--- src/rtl/clock_pkg.sv ---
// rtl/clock_pkg.sv - shared state encoding, field limits and wrap helpers for the clock mode controller
// Purpose: common types and constants imported by clock_mode_controller.
// Contents: state_t encoding, hour/minute widths and maxima, wrap-around increment helpers.
package clock_pkg;

   localparam int HOUR_W = 4;
   localparam int MIN_W  = 6;

   localparam logic [HOUR_W-1:0] HOUR_MAX = 4'd11;
   localparam logic [MIN_W-1:0]  MIN_MAX  = 6'd59;

   typedef enum logic [1:0] {
      ST_RUN      = 2'b00,
      ST_SET_HOUR = 2'b01,
      ST_SET_MIN  = 2'b10
   } state_t;

   function automatic logic [HOUR_W-1:0] next_hour(input logic [HOUR_W-1:0] h);
      return (h == HOUR_MAX) ? '0 : h + 4'd1;
   endfunction

   function automatic logic [MIN_W-1:0] next_min(input logic [MIN_W-1:0] m);
      return (m == MIN_MAX) ? '0 : m + 6'd1;
   endfunction

endpackage

--- src/rtl/btn_sync_edge.sv ---
// rtl/btn_sync_edge.sv - two-flop synchronizer with registered rising-edge pulse
// Purpose: bring an asynchronous debounced button level into the clock domain and
//          emit one single-cycle pulse per rising edge (a held button gives one pulse).
// Ports:
//   clock - system clock, rising edge
//   reset - asynchronous active-low reset
//   btn   - debounced button level, asynchronous to clock
//   pulse - one-cycle event, asserted three cycles after the pin edge
module btn_sync_edge (
   input  logic clock,
   input  logic reset,
   input  logic btn,
   output logic pulse
);

   logic meta;
   logic sync;
   logic sync_d;

   always_ff @(posedge clock or negedge reset) begin
      if (!reset) begin
         meta   <= 1'b0;
         sync   <= 1'b0;
         sync_d <= 1'b0;
         pulse  <= 1'b0;
      end else begin
         meta   <= btn;
         sync   <= meta;
         sync_d <= sync;
         pulse  <= sync & ~sync_d;
      end
   end

endmodule

--- src/rtl/clock_mode_controller.sv ---
// rtl/clock_mode_controller.sv - one-second tick generator and button-driven set-time FSM
// Purpose: generates the seconds count enable, runs RUN -> SET_HOUR -> SET_MIN -> RUN,
//          and issues a single load strobe with the edited hour/minute.
// Ports:
//   clock, reset        - system clock / asynchronous active-low reset
//   btn_mode, btn_inc   - debounced button levels, asynchronous
//   cur_hour, cur_min   - current time from the counter chain
//   tick_enable         - one-cycle seconds count enable (RUN only, never with load)
//   load                - one-cycle strobe carrying load_hour/load_min
//   load_hour, load_min - last committed values
//   set_mode            - current state (00 RUN, 01 SET_HOUR, 10 SET_MIN)
//   blink               - blink phase of the edited field, 0 in RUN
module clock_mode_controller
   import clock_pkg::*;
#(
   parameter int TICK_DIV  = 50_000_000,
   parameter int TIMEOUT_S = 10,
   parameter int BLINK_DIV = 25_000_000
) (
   input  logic              clock,
   input  logic              reset,
   input  logic              btn_mode,
   input  logic              btn_inc,
   input  logic [HOUR_W-1:0] cur_hour,
   input  logic [MIN_W-1:0]  cur_min,
   output logic              tick_enable,
   output logic              load,
   output logic [HOUR_W-1:0] load_hour,
   output logic [MIN_W-1:0]  load_min,
   output logic [1:0]        set_mode,
   output logic              blink
);

   localparam int PW = (TICK_DIV > 1) ? $clog2(TICK_DIV) : 1;
   localparam int TW = $clog2(TIMEOUT_S + 1);
   localparam int BW = (BLINK_DIV > 1) ? $clog2(BLINK_DIV) : 1;

   localparam logic [PW-1:0] PRE_LAST = PW'(TICK_DIV - 1);
   localparam logic [TW-1:0] TO_LAST  = TW'(TIMEOUT_S - 1);
   localparam logic [BW-1:0] BLK_LAST = BW'(BLINK_DIV - 1);

   logic mode_ev;
   logic inc_ev;

   btn_sync_edge u_mode_sync (
      .clock (clock),
      .reset (reset),
      .btn   (btn_mode),
      .pulse (mode_ev)
   );

   btn_sync_edge u_inc_sync (
      .clock (clock),
      .reset (reset),
      .btn   (btn_inc),
      .pulse (inc_ev)
   );

   // Prescaler free-runs in every state; load does not restart it.
   logic [PW-1:0] pre_cnt;
   logic          sec_pulse;

   assign sec_pulse = (pre_cnt == PRE_LAST);

   always_ff @(posedge clock or negedge reset) begin
      if (!reset) begin
         pre_cnt <= '0;
      end else begin
         pre_cnt <= sec_pulse ? '0 : pre_cnt + 1'b1;
      end
   end

   state_t            state, state_nx;
   logic [HOUR_W-1:0] shadow_hour, shadow_hour_nx;
   logic [MIN_W-1:0]  shadow_min, shadow_min_nx;
   logic [TW-1:0]     to_cnt, to_cnt_nx;
   logic              commit;

   // Priority within a set state: mode_ev, then inc_ev, then timeout.
   always_comb begin
      state_nx       = state;
      shadow_hour_nx = shadow_hour;
      shadow_min_nx  = shadow_min;
      to_cnt_nx      = to_cnt;
      commit         = 1'b0;
      case (state)
         ST_RUN: begin
            if (mode_ev) begin
               shadow_hour_nx = cur_hour;
               shadow_min_nx  = cur_min;
               to_cnt_nx      = '0;
               state_nx       = ST_SET_HOUR;
            end
         end
         ST_SET_HOUR: begin
            if (mode_ev) begin
               to_cnt_nx = '0;
               state_nx  = ST_SET_MIN;
            end else if (inc_ev) begin
               shadow_hour_nx = next_hour(shadow_hour);
               to_cnt_nx      = '0;
            end else if (sec_pulse) begin
               if (to_cnt == TO_LAST) begin
                  to_cnt_nx = '0;
                  state_nx  = ST_RUN;
               end else begin
                  to_cnt_nx = to_cnt + 1'b1;
               end
            end
         end
         ST_SET_MIN: begin
            if (mode_ev) begin
               commit   = 1'b1;
               state_nx = ST_RUN;
            end else if (inc_ev) begin
               shadow_min_nx = next_min(shadow_min);
               to_cnt_nx     = '0;
            end else if (sec_pulse) begin
               if (to_cnt == TO_LAST) begin
                  to_cnt_nx = '0;
                  state_nx  = ST_RUN;
               end else begin
                  to_cnt_nx = to_cnt + 1'b1;
               end
            end
         end
         default: state_nx = ST_RUN;
      endcase
   end

   always_ff @(posedge clock or negedge reset) begin
      if (!reset) begin
         state       <= ST_RUN;
         shadow_hour <= '0;
         shadow_min  <= '0;
         to_cnt      <= '0;
         load        <= 1'b0;
         load_hour   <= '0;
         load_min    <= '0;
      end else begin
         state       <= state_nx;
         shadow_hour <= shadow_hour_nx;
         shadow_min  <= shadow_min_nx;
         to_cnt      <= to_cnt_nx;
         load        <= commit;
         if (commit) begin
            load_hour <= shadow_hour;
            load_min  <= shadow_min;
         end
      end
   end

   // Blink restarts visibly-on whenever the edited field changes.
   logic [BW-1:0] blk_cnt;
   logic          phase;

   always_ff @(posedge clock or negedge reset) begin
      if (!reset) begin
         blk_cnt <= '0;
         phase   <= 1'b0;
      end else if (state_nx != state) begin
         blk_cnt <= '0;
         phase   <= 1'b1;
      end else if (blk_cnt == BLK_LAST) begin
         blk_cnt <= '0;
         phase   <= ~phase;
      end else begin
         blk_cnt <= blk_cnt + 1'b1;
      end
   end

   assign set_mode    = state;
   assign tick_enable = sec_pulse && (state == ST_RUN) && !load;
   assign blink       = phase && (state != ST_RUN);

endmodule
--- config.mk ---
export PLATFORM = sky130hd
export DESIGN_NAME = clock_mode_controller
export DESIGN_NICKNAME = d
export VERILOG_FILES = /design/src/rtl/clock_pkg.sv /design/src/rtl/btn_sync_edge.sv /design/src/rtl/clock_mode_controller.sv
export SDC_FILE = /design/constraint.sdc
export NUM_CORES = 1
export LEC_CHECK = 0
export CELL_PAD_IN_SITES_DETAIL_PLACEMENT = 2
export CELL_PAD_IN_SITES_GLOBAL_PLACEMENT = 2
export CORE_MARGIN = 2
export CORE_UTILIZATION = 38
export DETAILED_ROUTE_END_ITERATION = 6
export HOLD_SLACK_MARGIN = 0.02
export PLACE_DENSITY_LB_ADDON = 0.15
export SYNTH_ARGS = -nofsm -noshare
export SYNTH_HDL_FRONTEND = slang
export SYNTH_HIERARCHICAL = 1
export SYNTH_SLANG_ARGS = --single-unit
--- constraint.sdc ---
create_clock -name clock -period 4.3 [get_ports clock]
set_input_delay 0.43 -clock clock [delete_from_list [all_inputs] [get_ports clock]]
set_output_delay 0.43 -clock clock [all_outputs]
set_load 0.05 [all_outputs]
Word level (Yosys, flattened, before mapping)
Index checks and enable logic that the tools add are counted.
{"block": "totals", "output_inout_bits": 15, "in_bits": 14, "ff_bits": 87}
{"block": "op_classes", "n_bitwise": 5, "n_addsub": 5, "n_eq_ne": 13, "n_mux": 31, "n_reduce_logical": 13}
{"operator": "25-bit 2-to-1 mux", "n": 2}
{"operator": "4-bit 2-to-1 mux", "n": 10}
{"operator": "26-bit by 1-bit adder with 26-bit output (second input constant)", "n": 1}
{"operator": "26-bit equality test (second input constant)", "n": 1}
{"operator": "26-bit 2-to-1 mux", "n": 1}
{"operator": "25-bit by 1-bit adder with 25-bit output (second input constant)", "n": 1}
{"operator": "25-bit equality test (second input constant)", "n": 1}
{"operator": "6-bit 2-to-1 mux", "n": 4}
{"operator": "2-bit 2-to-1 mux", "n": 6}
{"operator": "4-bit one-hot mux with 3 select lines", "n": 1}
{"operator": "6-bit one-hot mux with 2 select lines", "n": 1}
{"operator": "4-bit by 1-bit adder with 4-bit output (second input constant)", "n": 2}
{"operator": "4-bit equality test (second input constant)", "n": 2}
{"operator": "4-bit one-hot mux with 2 select lines", "n": 1}
{"operator": "4-bit AND reduction", "n": 2}
{"operator": "2-bit nonzero test", "n": 4}
{"operator": "6-bit by 1-bit adder with 6-bit output (second input constant)", "n": 1}
{"operator": "6-bit equality test (second input constant)", "n": 1}
{"operator": "2-bit by 1-bit != test with 1-bit output (second input constant)", "n": 3}
{"operator": "2-bit one-hot mux with 3 select lines", "n": 1}
{"operator": "1-bit 2-to-1 mux", "n": 4}
{"operator": "2-bit != test (second input constant)", "n": 2}
{"operator": "1-bit logical AND", "n": 3}
{"operator": "1-bit NOT", "n": 3}
{"operator": "other kinds (8)", "n": 9}

Longest topological paths before layout
{"block": "depth", "ltp_word": 8, "mapped_depth": 9, "ltp_nobuf": 7}

Hierarchy
Netlist, hierarchy kept.
{"mod": "clock_mode_controller", "instances": 1, "cells_each": 410, "area_each_um2": 4106.4}
{"mod": "btn_sync_edge", "instances": 2, "cells_each": 5, "area_each_um2": 113.9}

Least setup slack after synthesis
Ideal clock, no wire load.
{"block": "synth_timing", "path_type": "register -> register", "start": "register state[0] (netlist: set_mode[0])", "end": "register to_cnt[1]", "path_stages_with_launch": 9, "n_path_buf": 1, "setup_slack_ns": 1.925, "arrival_ns": 2.298, "period_less_slack_ns": 2.375, "setup_time_ns": 0.078, "cell_sequence": "dfrtp_1 -> inv_1 -> ha_1 -> buf_2 -> mux2_2 -> nor3b_1 -> nand3_1 -> or3_1 -> a21oi_1"}
{"block": "synth_between", "elab_chain_cells": 3, "elab_cells_between_ends": 8, "classes_between": "eq/ne (4); mux (1); reduce/logical (3)"}
{"element": "from (decl)", "line_no": "clock_mode_controller.sv:73", "rtl": "state_t state, state_nx;"}
{"element": "from (signal assigned)", "line_no": "clock_mode_controller.sv:141", "rtl": "state <= state_nx;"}
{"element": "2-bit equality test, or another cell as far along", "line_no": "clock_mode_controller.sv:86", "rtl": "case (state)"}
{"element": "2-bit != test (no source line), or another cell as far along"}
{"element": "3-bit AND reduction (no source line)"}
{"element": "to (signal assigned)", "line_no": "clock_mode_controller.sv:144", "rtl": "to_cnt <= to_cnt_nx;"}
{"element": "to (decl)", "line_no": "clock_mode_controller.sv:76", "rtl": "logic [TW-1:0] to_cnt, to_cnt_nx;"}
Several ways; a longest one is shown, not always the timed one.
A chain may end at the register's enable or synchronous reset.

Worst setup path after layout
{"block": "layout_timing", "start": "register pre_cnt[0]", "end": "output tick_enable"}
{"block": "layout_between", "elab_chain_cells": 3}
{"element": "from (decl)", "line_no": "clock_mode_controller.sv:60", "rtl": "logic [PW-1:0] pre_cnt;"}
{"element": "from (signal assigned)", "line_no": "clock_mode_controller.sv:69", "rtl": "pre_cnt <= sec_pulse ? '0 : pre_cnt + 1'b1;"}
{"element": "26-bit equality test", "line_no": "clock_mode_controller.sv:63", "rtl": "assign sec_pulse = (pre_cnt == PRE_LAST);"}
{"element": "1-bit logical AND (2 in a row)", "line_no": "clock_mode_controller.sv:173", "rtl": "assign tick_enable = sec_pulse && (state == ST_RUN) && !load;"}
{"element": "to (decl)", "line_no": "clock_mode_controller.sv:26", "rtl": "output logic tick_enable,"}
Every way passes these cells.

==> out/results.ini <==
[clock_network]
clock_latency_ns=0.35
hold_buffers=0
cts.sinks=87
ctsRootBufferMaster=clkbuf_16
cts_buffer_depth=2
post_cts_resized=0
clk_pin_slew_ns=0.06
cts_htree_levels=3
post_cts_buffers=0
cts_made_buffers=9
cts_tree=yes

[placement]
post_dp_cell_area_um2=4710
pre_cts_ws_ns=1.55
io_buffer_count=28
dpl.hpwl_um=7150
globalplace.congestion=0.744

[sta]
timing.slew.headroom_pct=41.5
final.period_utilization_pct=72.1
finalWorstSetupSlack_ns=1.20
fin_tns_setup_ns=0
period_needed_ns=3.10
tightest_slew_ns=0.874
rsz0062_at_grt=no
slew_violations=0
setup_viol=0
finClkSkew_ns=0.00775
hold_viol_final=0
fmaxAchievable_mhz=323

[synthesis]
synth-xor-area-share_pct=9.90
async_flop_share_pct=100
synth-seq-cells=87
yosys.area_share.simple_pct=22.7
netlist_area_um2=4330
syn_area_per_cell_um2=10.3
syn_inst=420
synth_top_family_by_area=simple AND/OR/NAND/NOR gates
ys.warnings.count=6
synth-adder-area-share_pct=2.31
synth_edf_count=0
syn_nets=442
ys_seq_area_share_pct=50.2
synth_compound_area_share_pct=7.42
synth.distinct_cells=52
synth_ff_type=dfrtp_1
synthMuxAreaShare_pct=4.19

[die]
fp-row-count=38
start_util_pct=39.5
core-area_um2=11000
dieHeight_um=111
fp.dieW_um=111
die-area_um2=12300
io_pins=29

[worst_setup_path]
critPathLaunchType=register
r2r_slack_ns=1.67
worstPathRequired_ns=3.87
cp-end-kind=output pin
worst-path-max-fanout=5
path_class=reg2out
worst_ep_arrival_time_ns=2.67

[layout]
multiInputGateArea_um2=2020
nets=466
final_util_pct=46.2
final_common_cell=dfrtp_1
design_area_um2=5070
antennaDiodeCount=0
fillerInstances=1128
final_cell_mix=87 x dfrtp_1, 63 x nor2_1, 29 x xor2_1
syn_to_final_growth_pct=17.1
seqCellArea_um2=2180
drive_gt1_share_pct=8.24

[drt]
drc=0
vias=3141
wirelength_um=10300
antenna_left=0
dr.pass1.iters=4
wl_per_cell_um=17.4
drt-vias-per-instance=5.33
drt_iter0_markers=149

[min_path]
worstHoldPathType=in2async

[global_routing]
antenna_found_initial=0
grt_overflow=0
grt_pass1_wl_um=18200
grt_pass1_vias=3540
grt_max_degree=62
track_usage_pct=18.5

[power]
leakagePower_nw=2.29
powerDensity_nw_per_um2=593
vdd_drop_max_uv=314
p_total_mw=3.01

[outcome]
status=finished, final reports clean

[job]
cap_violations=0

==> report_power, final <==
part,internal (mW),switching [mW],leakage (nW),total (mW)
combinational,0.340,0.628,0.980,0.968
sequential,0.943,0.127,1.14,1.07
clock,0.629,0.343,0.172,0.972
==> sequential cells by signal (all words and copies together), names as in the netlist <==
name and flops:
blk_cnt 25, load 1, load_hour 4, load_min 6, phase 1, pre_cnt 26, set_mode 2, shadow_hour 4
shadow_min 6, to_cnt 4, u_inc_sync/meta 1, u_inc_sync/pulse 1, u_inc_sync/sync 1, u_inc_sync/sync_d 1, u_mode_sync/meta 1, u_mode_sync/pulse 1
u_mode_sync/sync 1, u_mode_sync/sync_d 1
==> through the flow <==
| step | cells | hold WS (ns) |
|---|---|---|
| floorplan | 420 | 0.134 |
| global placement | 573 | 0.333 |
| detailed placement | 573 | 0.343 |
| CTS | 589 | 0.201 |
| global route | 589 | 0.237 |
| finish | 589 | 0.166 |
==> worst paths after layout <==
| path | endpoint | cells past startpoint | startpoint |
|---|---|---|---|
| max in group asynchronous | u_mode_sync/sync_d | 2 | reset |
| max | tick_enable | 5 | pre_cnt[0] |
| min in group clock | u_mode_sync/sync | 0 | u_mode_sync/meta |
| min | blk_cnt[14] | 1 | reset |
| max reg2reg | blk_cnt[16] | 7 | set_mode[0] |
| min reg2reg | u_mode_sync/sync | 0 | u_mode_sync/meta |
==> layer usage <==
layer | vias up | wire length [um] | global-route usage [%]
li1 | 1498 | - | -
met1 | 1613 | 4820 | 24.1
met2 | 21 | 5120 | 30.8
met3 | 9 | 216 | 3.66
met4 | 0 | 103 | 6.25
met5 | - | 0 | 0
==> Yosys cell counts, drive strengths merged, types with 6 or more instances <==
cell | number | area [um^2]
nand2 | 27 | 101
a21oi | 8 | 40.0
nand4 | 15 | 115
nor3 | 6 | 30.0
ha | 8 | 100
dfrtp | 87 | 2180
nor2 | 63 | 236
nor4 | 6 | 52.6
clkbuf | 8 | 30.0
o21ai | 17 | 85.1
xor2 | 29 | 254
inv | 14 | 52.6
mux2 | 9 | 101
mux2i | 8 | 80.1
and3 | 13 | 81.3
nor2b | 10 | 77.6
xnor2 | 20 | 175
buf | 8 | 58.8
and4 | 7 | 62.6
nand3 | 19 | 113
==> logic make-up after synthesis <==
logic type | after synthesis
DFF | 87
xor gates and xnor gates | 49
muxes | 17
buffers and inverters | 30
AOI/OAI and AO/OA | 48
adders and majority gates | 8
and+or+nand+nor | 181
==> final cells by class <==
cell class / instances / area share, %
Clock buffer: 9 / 4.44
Clock inverter: 7 / 2.84
Inverter: 14 / 1.04
Multi-Input combinational cell: 303 / 39.7
Sequential cell: 87 / 42.9
Tap cell: 140 / 3.45
Timing Repair Buffer: 29 / 5.62
==> critical path, stage by stage, from the launching register on <==
cell,delay [ns]
dfrtp_1,0.39
ha_1,0.25
nand3_4,0.13
nor4_4,0.48
and4b_1,0.25
clkdlybuf4s50_1,0.82
Power figures use the tool's default switching activity.
